===== config.mk =====
export PLATFORM = sky130hd
export DESIGN_NAME = serial_frame_deserializer
export DESIGN_NICKNAME = d
export VERILOG_FILES = /design/src/rtl/serial_frame_pkg.sv /design/src/rtl/sipo_shift_reg.sv /design/src/rtl/serial_frame_deserializer.sv
export SDC_FILE = /design/constraint.sdc
export NUM_CORES = 1
export LEC_CHECK = 0
export ABC_AREA = 1
export CAP_MARGIN = 20
export CORE_MARGIN = 4
export CORE_UTILIZATION = 35
export CTS_CLUSTER_DIAMETER = 200
export CTS_CLUSTER_SIZE = 40
export DETAILED_ROUTE_END_ITERATION = 8
export HOLD_SLACK_MARGIN = 0.12
export PLACE_DENSITY_LB_ADDON = 0.2
export SKIP_LAST_GASP = 1
export SLEW_MARGIN = 20
export SYNTH_ARGS = -nofsm -noshare
export SYNTH_HDL_FRONTEND = slang
export SYNTH_SLANG_ARGS = --single-unit
export TNS_END_PERCENT = 5

===== constraint.sdc =====
create_clock -name clk -period 1.6 [get_ports clk]
set_input_delay 0.48 -clock clk [delete_from_list [all_inputs] [get_ports clk]]
set_output_delay 0.48 -clock clk [all_outputs]
set_load 0.01 [all_outputs]

===== src/rtl/serial_frame_pkg.sv =====
// Shared types and sizing helpers for the serial frame deserializer.
package serial_frame_pkg;

  typedef enum logic [1:0] {IDLE, SHIFT, TAIL} frame_state_t;

  function automatic int frame_bits(input int addr_bits, input int data_bits);
    return addr_bits + data_bits;
  endfunction

  // Counter must reach FRAME_BITS itself, hence the +1.
  function automatic int cnt_width(input int addr_bits, input int data_bits);
    return $clog2(addr_bits + data_bits + 1);
  endfunction

endpackage


===== src/rtl/sipo_shift_reg.sv =====
// Serial-in/parallel-out shift register, MSB-first (new bits enter at the LSB).
module sipo_shift_reg #(
  parameter int WIDTH = 8
) (
  input  logic             clk,
  input  logic             rst,
  input  logic             shift_en,
  input  logic             ser_in,
  output logic [WIDTH-1:0] q
);

  generate
    if (WIDTH == 1) begin : g_single
      always_ff @(posedge clk) begin
        if (rst)           q <= '0;
        else if (shift_en) q <= ser_in;
      end
    end else begin : g_multi
      always_ff @(posedge clk) begin
        if (rst)           q <= '0;
        else if (shift_en) q <= {q[WIDTH-2:0], ser_in};
      end
    end
  endgenerate

endmodule


===== src/rtl/serial_frame_deserializer.sv =====
// Assembles MSB-first serial frames into address + data words held in a
// one-entry valid/ready output buffer, flagging short frames and overflow.
module serial_frame_deserializer
  import serial_frame_pkg::*;
#(
  parameter int ADDR_BITS = 2,
  parameter int DATA_BITS = 8
) (
  input  logic                 clk,
  input  logic                 rst,
  input  logic                 serIn,
  input  logic                 serInValid,
  input  logic                 out_ready,
  output logic                 out_valid,
  output logic [ADDR_BITS-1:0] out_addr,
  output logic [DATA_BITS-1:0] out_data,
  output logic                 err_short,
  output logic                 overflow
);

  localparam int FRAME_BITS = frame_bits(ADDR_BITS, DATA_BITS);
  localparam int CNT_W      = cnt_width(ADDR_BITS, DATA_BITS);

  frame_state_t          state;
  logic [CNT_W-1:0]      cnt;
  logic [FRAME_BITS-2:0] sh_q;
  logic [FRAME_BITS-1:0] word;
  logic                  accept;
  logic                  complete;
  logic                  pop;

  assign accept   = serInValid && (state == IDLE || state == SHIFT);
  assign complete = serInValid && (state == SHIFT) && (cnt == CNT_W'(FRAME_BITS - 1));
  assign pop      = out_valid && out_ready;

  // The register only keeps the first FRAME_BITS-1 bits; the final bit is
  // merged straight from serIn so the word can load on the completing edge.
  sipo_shift_reg #(
    .WIDTH(FRAME_BITS - 1)
  ) u_sipo (
    .clk     (clk),
    .rst     (rst),
    .shift_en(accept),
    .ser_in  (serIn),
    .q       (sh_q)
  );

  assign word = {sh_q, serIn};

  always_ff @(posedge clk) begin
    if (rst) begin
      state     <= IDLE;
      cnt       <= '0;
      err_short <= 1'b0;
    end else begin
      err_short <= 1'b0;
      case (state)
        IDLE: begin
          if (serInValid) begin
            cnt   <= CNT_W'(1);
            state <= SHIFT;
          end
        end
        SHIFT: begin
          if (serInValid) begin
            cnt <= cnt + CNT_W'(1);
            if (complete) state <= TAIL;
          end else begin
            err_short <= 1'b1;
            cnt       <= '0;
            state     <= IDLE;
          end
        end
        TAIL: begin
          if (!serInValid) begin
            cnt   <= '0;
            state <= IDLE;
          end
        end
        default: begin
          cnt   <= '0;
          state <= IDLE;
        end
      endcase
    end
  end

  always_ff @(posedge clk) begin
    if (rst) begin
      out_valid <= 1'b0;
      out_addr  <= '0;
      out_data  <= '0;
      overflow  <= 1'b0;
    end else begin
      overflow <= 1'b0;
      if (complete && (!out_valid || pop)) begin
        out_valid <= 1'b1;
        out_addr  <= word[FRAME_BITS-1 -: ADDR_BITS];
        out_data  <= word[DATA_BITS-1:0];
      end else if (complete) begin
        overflow <= 1'b1;
      end else if (pop) begin
        out_valid <= 1'b0;
      end
    end
  end

endmodule


### Yosys cells after proc, flatten, opt, wreduce, memory -nomap -nowiden

Cells that the tools add are included.

| operators by class | value |
|---|---|
| $add $sub $neg | 1 |
| eq/ne operators | 7 |
| mux-type cells | 14 |
| bitwise operators | 1 |
| reduce and logical (&&, ||, !) cells | 15 |

Operator list:

| operator | count |
|---|---|
| $mux 4 | 3 |
| $pmux 4 s3 | 1 |
| $mux 2 | 4 |
| $pmux 2 s3 | 1 |
| $logic_and 1x1->1 | 5 |
| $mux 1 | 5 |
| $add 4x1->4 const B | 1 |
| $eq 4x4->1 const B | 1 |
| $ne 2x2->1 const B | 2 |
| $reduce_and 2->1 | 2 |
| $reduce_or 2->1 | 2 |
| $ne 3x3->1 const B | 1 |
| $reduce_and 3->1 | 1 |
| $eq 2x1->1 const B | 1 |
| $eq 2x2->1 const B | 1 |
| $logic_not 2->1 | 1 |
| $logic_or 1x1->1 | 2 |
| $ne 2x1->1 const B | 1 |
| $reduce_bool 2->1 | 1 |
| $logic_not 1->1 | 1 |
| $not 1->1 | 1 |

| storage, ports and cells | value |
|---|---|
| register bits after elaboration | 28 |
| input port bits | 5 |
| output and inout port bits | 13 |
| logic and storage cells | 46 |

### Longest topological paths before layout

| logic depth | value |
|---|---|
| depth after elaboration | 6 |
| gate-level depth with buffers | 8 |
| gate-level depth less buffers | 8 |

### Hierarchy

Synthesis repeated with hierarchy kept, for this count alone.

| second synthesis, totals | value |
|---|---|
| cell total of the unflattened synthesis | 178 |
| area total of the unflattened synthesis | 1265.0 µm² |

By module, submodules not included:

| module | instances | cells an instance | area each (µm²) | seq. area each (µm²) |
|---|---|---|---|---|
| serial_frame_deserializer | 1 | 121 | 883.3 | 380.4 |
| sipo_shift_reg | 1 | 57 | 381.6 | 180.2 |

### Least setup slack after synthesis

Ideal clock, no wire load.

| path | value |
|---|---|
| path type | reg2reg |
| from | reg cnt[0] |
| to | reg out_data[0] |
| setup time | 0.110 ns |
| arrival | 1.090 ns |
| data required time | 1.490 ns |
| setup slack | 0.400 ns |
| stages on the path, launching flop included | 8 |
| path buffers | 1 |
| period minus slack after synthesis | 1.200 ns |
| cells stage by stage | dfxtp_1 ha_1 nand2_1 nor2_4 buf_4 nand4_1 nand2_1 nor2_1 |

| between the ends | value |
|---|---|
| longest elaborated chain between the ends | 3 |

Ends and longest elaborated chain:

| what | line | RTL |
|---|---|---|
| start: declaration | serial_frame_deserializer.sv:25 | `logic [CNT_W-1:0] cnt;` |
| start signal: assignment | serial_frame_deserializer.sv:66 | `cnt <= cnt + CNT_W'(1);` |
| $eq 4x4->1 | serial_frame_deserializer.sv:33 | `assign complete = serInValid && (state == SHIFT) && (cnt == CNT_W'(FRAME_BITS - 1));` |
| $logic_and 1x1->1 | serial_frame_deserializer.sv:33 |  |
| $logic_and 1x1->1 | serial_frame_deserializer.sv:96 | `if (complete && (!out_valid \|\| pop)) begin` |
| end signal: assignment | serial_frame_deserializer.sv:99 | `out_data <= word[DATA_BITS-1:0];` |
| end: declaration | serial_frame_deserializer.sv:16 | `output logic [DATA_BITS-1:0] out_data,` |

Every way passes these cells.
A chain may end at the register's enable or synchronous reset.

### Worst setup path in the final report

| path | value |
|---|---|
| from | reg out_data[3] |
| to | out out_data[3] |

No word-level cell between the ends.

==> qor.txt <==
Drt wl/cell = 9.373 um
CTS clk-pin slew, worst paths = 0.15 ns
H-tree depth = 1
Status = complete, but fails checks
Num CTS Buffers = 3
Final worst-path setup slack = -0.09511 ns
Post-layout minimum cycle time = 1.695 ns
Routed vias = 1049
Total track usage = 11.23%
First-pass GRT wire length = 4.071 mm
Tot Pwr = 1.168 mW
GPL Wtd Cong = 0.7249
Setup violations, final = 11
Synth top area cells = dfxtp_1, inv_1, nand2_1
Cell variety after synth = 25
Max-Cap Viols = 0
Post-Place Setup Slack = -0.1271 ns
Die Width = 68.12 um
Post-DRT Antenna Nets = 0
DR vias/cell = 4.445
Grt ovf = 0
Synth Area in XOR/XNOR = 0.6924%
Root Buffer = clkbuf_4
1st-iter DRT viols = 41
Ports = 18
Initial Util = 37.03%
Worst Path Buf+Inv = 1
Final Hold Viols = 0
Post-Synth Adder-Cell Area = 1.978%
Clk_lat worst skew = 0.32 ns
Total Wirelength = 2.212 mm
CTS Hold Bufs = 0
Worst Path Max Fanout = 2
Rel. slew slack = 84.24%
Required time of the critical path = 1.12 ns
Hpwl dp = 1.686 mm
Hold WC Path Type = reg -> reg
DRC errors left = 0
Fin area = 0.001562 sq mm
Post-synthesis mux area share = 0%
Most common cell after layout, fill and taps aside = inv_1
Crit path max-delay family = buffers and inverters
Cells after synthesis = 168
Syn Nets = 175
Setup crit end kind = output port
Largest family of logic cells by synthesized area = simple AND/OR/NAND/NOR gates
Core region area = 0.003416 sq mm
Non-Filler Instances = 236
Synth Register Bits = 28
Worst-Margin Slew = 0.2360 ns
Yosys warnings = 0
Vias in the first global route = 986
Max stage delay cell, worst path = clkdlybuf4s50_1
Cell Area, Synth = 0.001265 sq mm
Post-DP Area = 0.001523 sq mm
Layout cell share with drive strength beyond 1 = 11.58%
Worst path max stage delay = 0.53 ns
CTS max path bufs = 2
Largest net degree at the start of global routing = 20
Yosys top cell area share = 44.31%
Compound-cell area share of the yosys netlist = 10.09%
Number of antenna repair diodes = 0
Sequential area share after synthesis = 44.31%
Tcrit/Tclk final = 105.9%
Placed cells = 232
Post-Synth Simple-Gate Area = 26.71%
Fin nets = 198
TritonCTS clock tree = done
Crit path kind = reg -> out
Worst vdd ir = 0.3345 mV
Clock tree sinks = 28
WP data arrival = 1.22 ns
CP Cell Sequence = clkdlybuf4s50_1
Antenna violations before repair = 0
Critical Path Start Type = flop
Final-layout fill cell count = 339
Max-slew violations = 0
Synth Area per Inst = 7.530 sq um
Yosys top cell by area = dfxtp_1
Area Overhead vs Synth = 23.44%
Die height = 68.12 um
Clock skew = 0.007260 ns
DIE AREA = 0.004640 sq mm
RSZ-0062 raised after global routing = yes
Leakage power = 0.7011 nW
Std-Cell Rows = 21
Most frequent cells in the layout = inv_1, nand2_1, dfxtp_1, clkdlybuf4s50_1, a21oi_1
1st-pass router iterations = 4
Cell Pwr Density = 747.9 mW/mm^2
Fmax = 589.9 MHz
IO buf count = 17
Violated checks = setup timing
-- kinds of logic after synthesis --
| family | count (synthesis) |
|---|---|
| fa+ha+maj | 2 |
| compound gates | 24 |
| buf+inv | 47 |
| simple gates | 66 |
| xor+xnor | 1 |
| flops | 28 |
-- synthesized netlist by cell type (all sizes together) --
cell type / n
inv: 40
a21oi: 13
clkbuf: 1
nor4: 1
nand2: 34
xor2: 1
nand4: 12
ha: 2
nor2: 13
dfxtp: 28
nand3: 6
o21ai: 11
buf: 6
-- per-layer routing --
layer,up-vias,share of wire [%],global-route usage [%]
li1,562,-,-
met1,470,50,14.41
met2,15,45,18.05
met3,2,4.2,2.299
met4,0,0.72,4.963
met5,-,0,0
-- metrics by stage --
stage	hold slack [ns]	setup TNS (ns)	utilization, %
floorplan	0.4186	0	-
global placement	0.4351	-1.354	44.58
detailed placement	0.4459	-1.654	44.58
CTS	0.4653	-1.166	45.60
global route	0.4916	-1.537	45.71
finish	0.4634	-0.8581	45.71
-- state kept, by name, summed over array words and instances (netlist names) --
signal	cells
u_sipo.q	9
state	2
err_short	1
out_valid	1
overflow	1
out_addr	2
cnt	4
out_data	8
-- cell type report --
class | instances | area, sq um | share of cell area [%]
Clock buffer | 4 | 36.28 | 2.324
Inverter | 40 | 150.1 | 9.615
Tap cell | 46 | 57.56 | 3.686
Multi-Input combinational cell | 93 | 499.2 | 31.97
Timing Repair Buffer | 25 | 256.5 | 16.43
Sequential cell | 28 | 561.8 | 35.98
-- repair_timing --
action,4_1_cts,5_1_grt
setup endpoints to repair,13,12
cloned,0,0
buffers inserted,0,0
resized for setup,1,2
-- worst paths after layout --
| kind | cells past startpoint | end | startpoint | slack, ns |
|---|---|---|---|---|
| worst min register to register | 2 | u_sipo.q[8]$_SDFFE_PP0P_ | u_sipo.q[8]$_SDFFE_PP0P_ | 0.46 |
| worst min-delay path | 2 | u_sipo.q[8]$_SDFFE_PP0P_ | u_sipo.q[8]$_SDFFE_PP0P_ | 0.46 |
| worst max-delay path | 1 | out_data[3] | out_data[3]$_SDFFE_PP0P_ | -0.1 |
| worst max register to register | 8 | out_data[5]$_SDFFE_PP0P_ | cnt[1]$_SDFFE_PP0P_ | 0.28 |
-- power breakdown --
group          internal (mW)  total [mW]  switching (mW)
combinational         0.0441       0.104          0.0595
clock                  0.139       0.339           0.199
sequential             0.716       0.726         0.00947
total                  0.899        1.17           0.268
No activity file was read; power rests on OpenSTA's default activity.
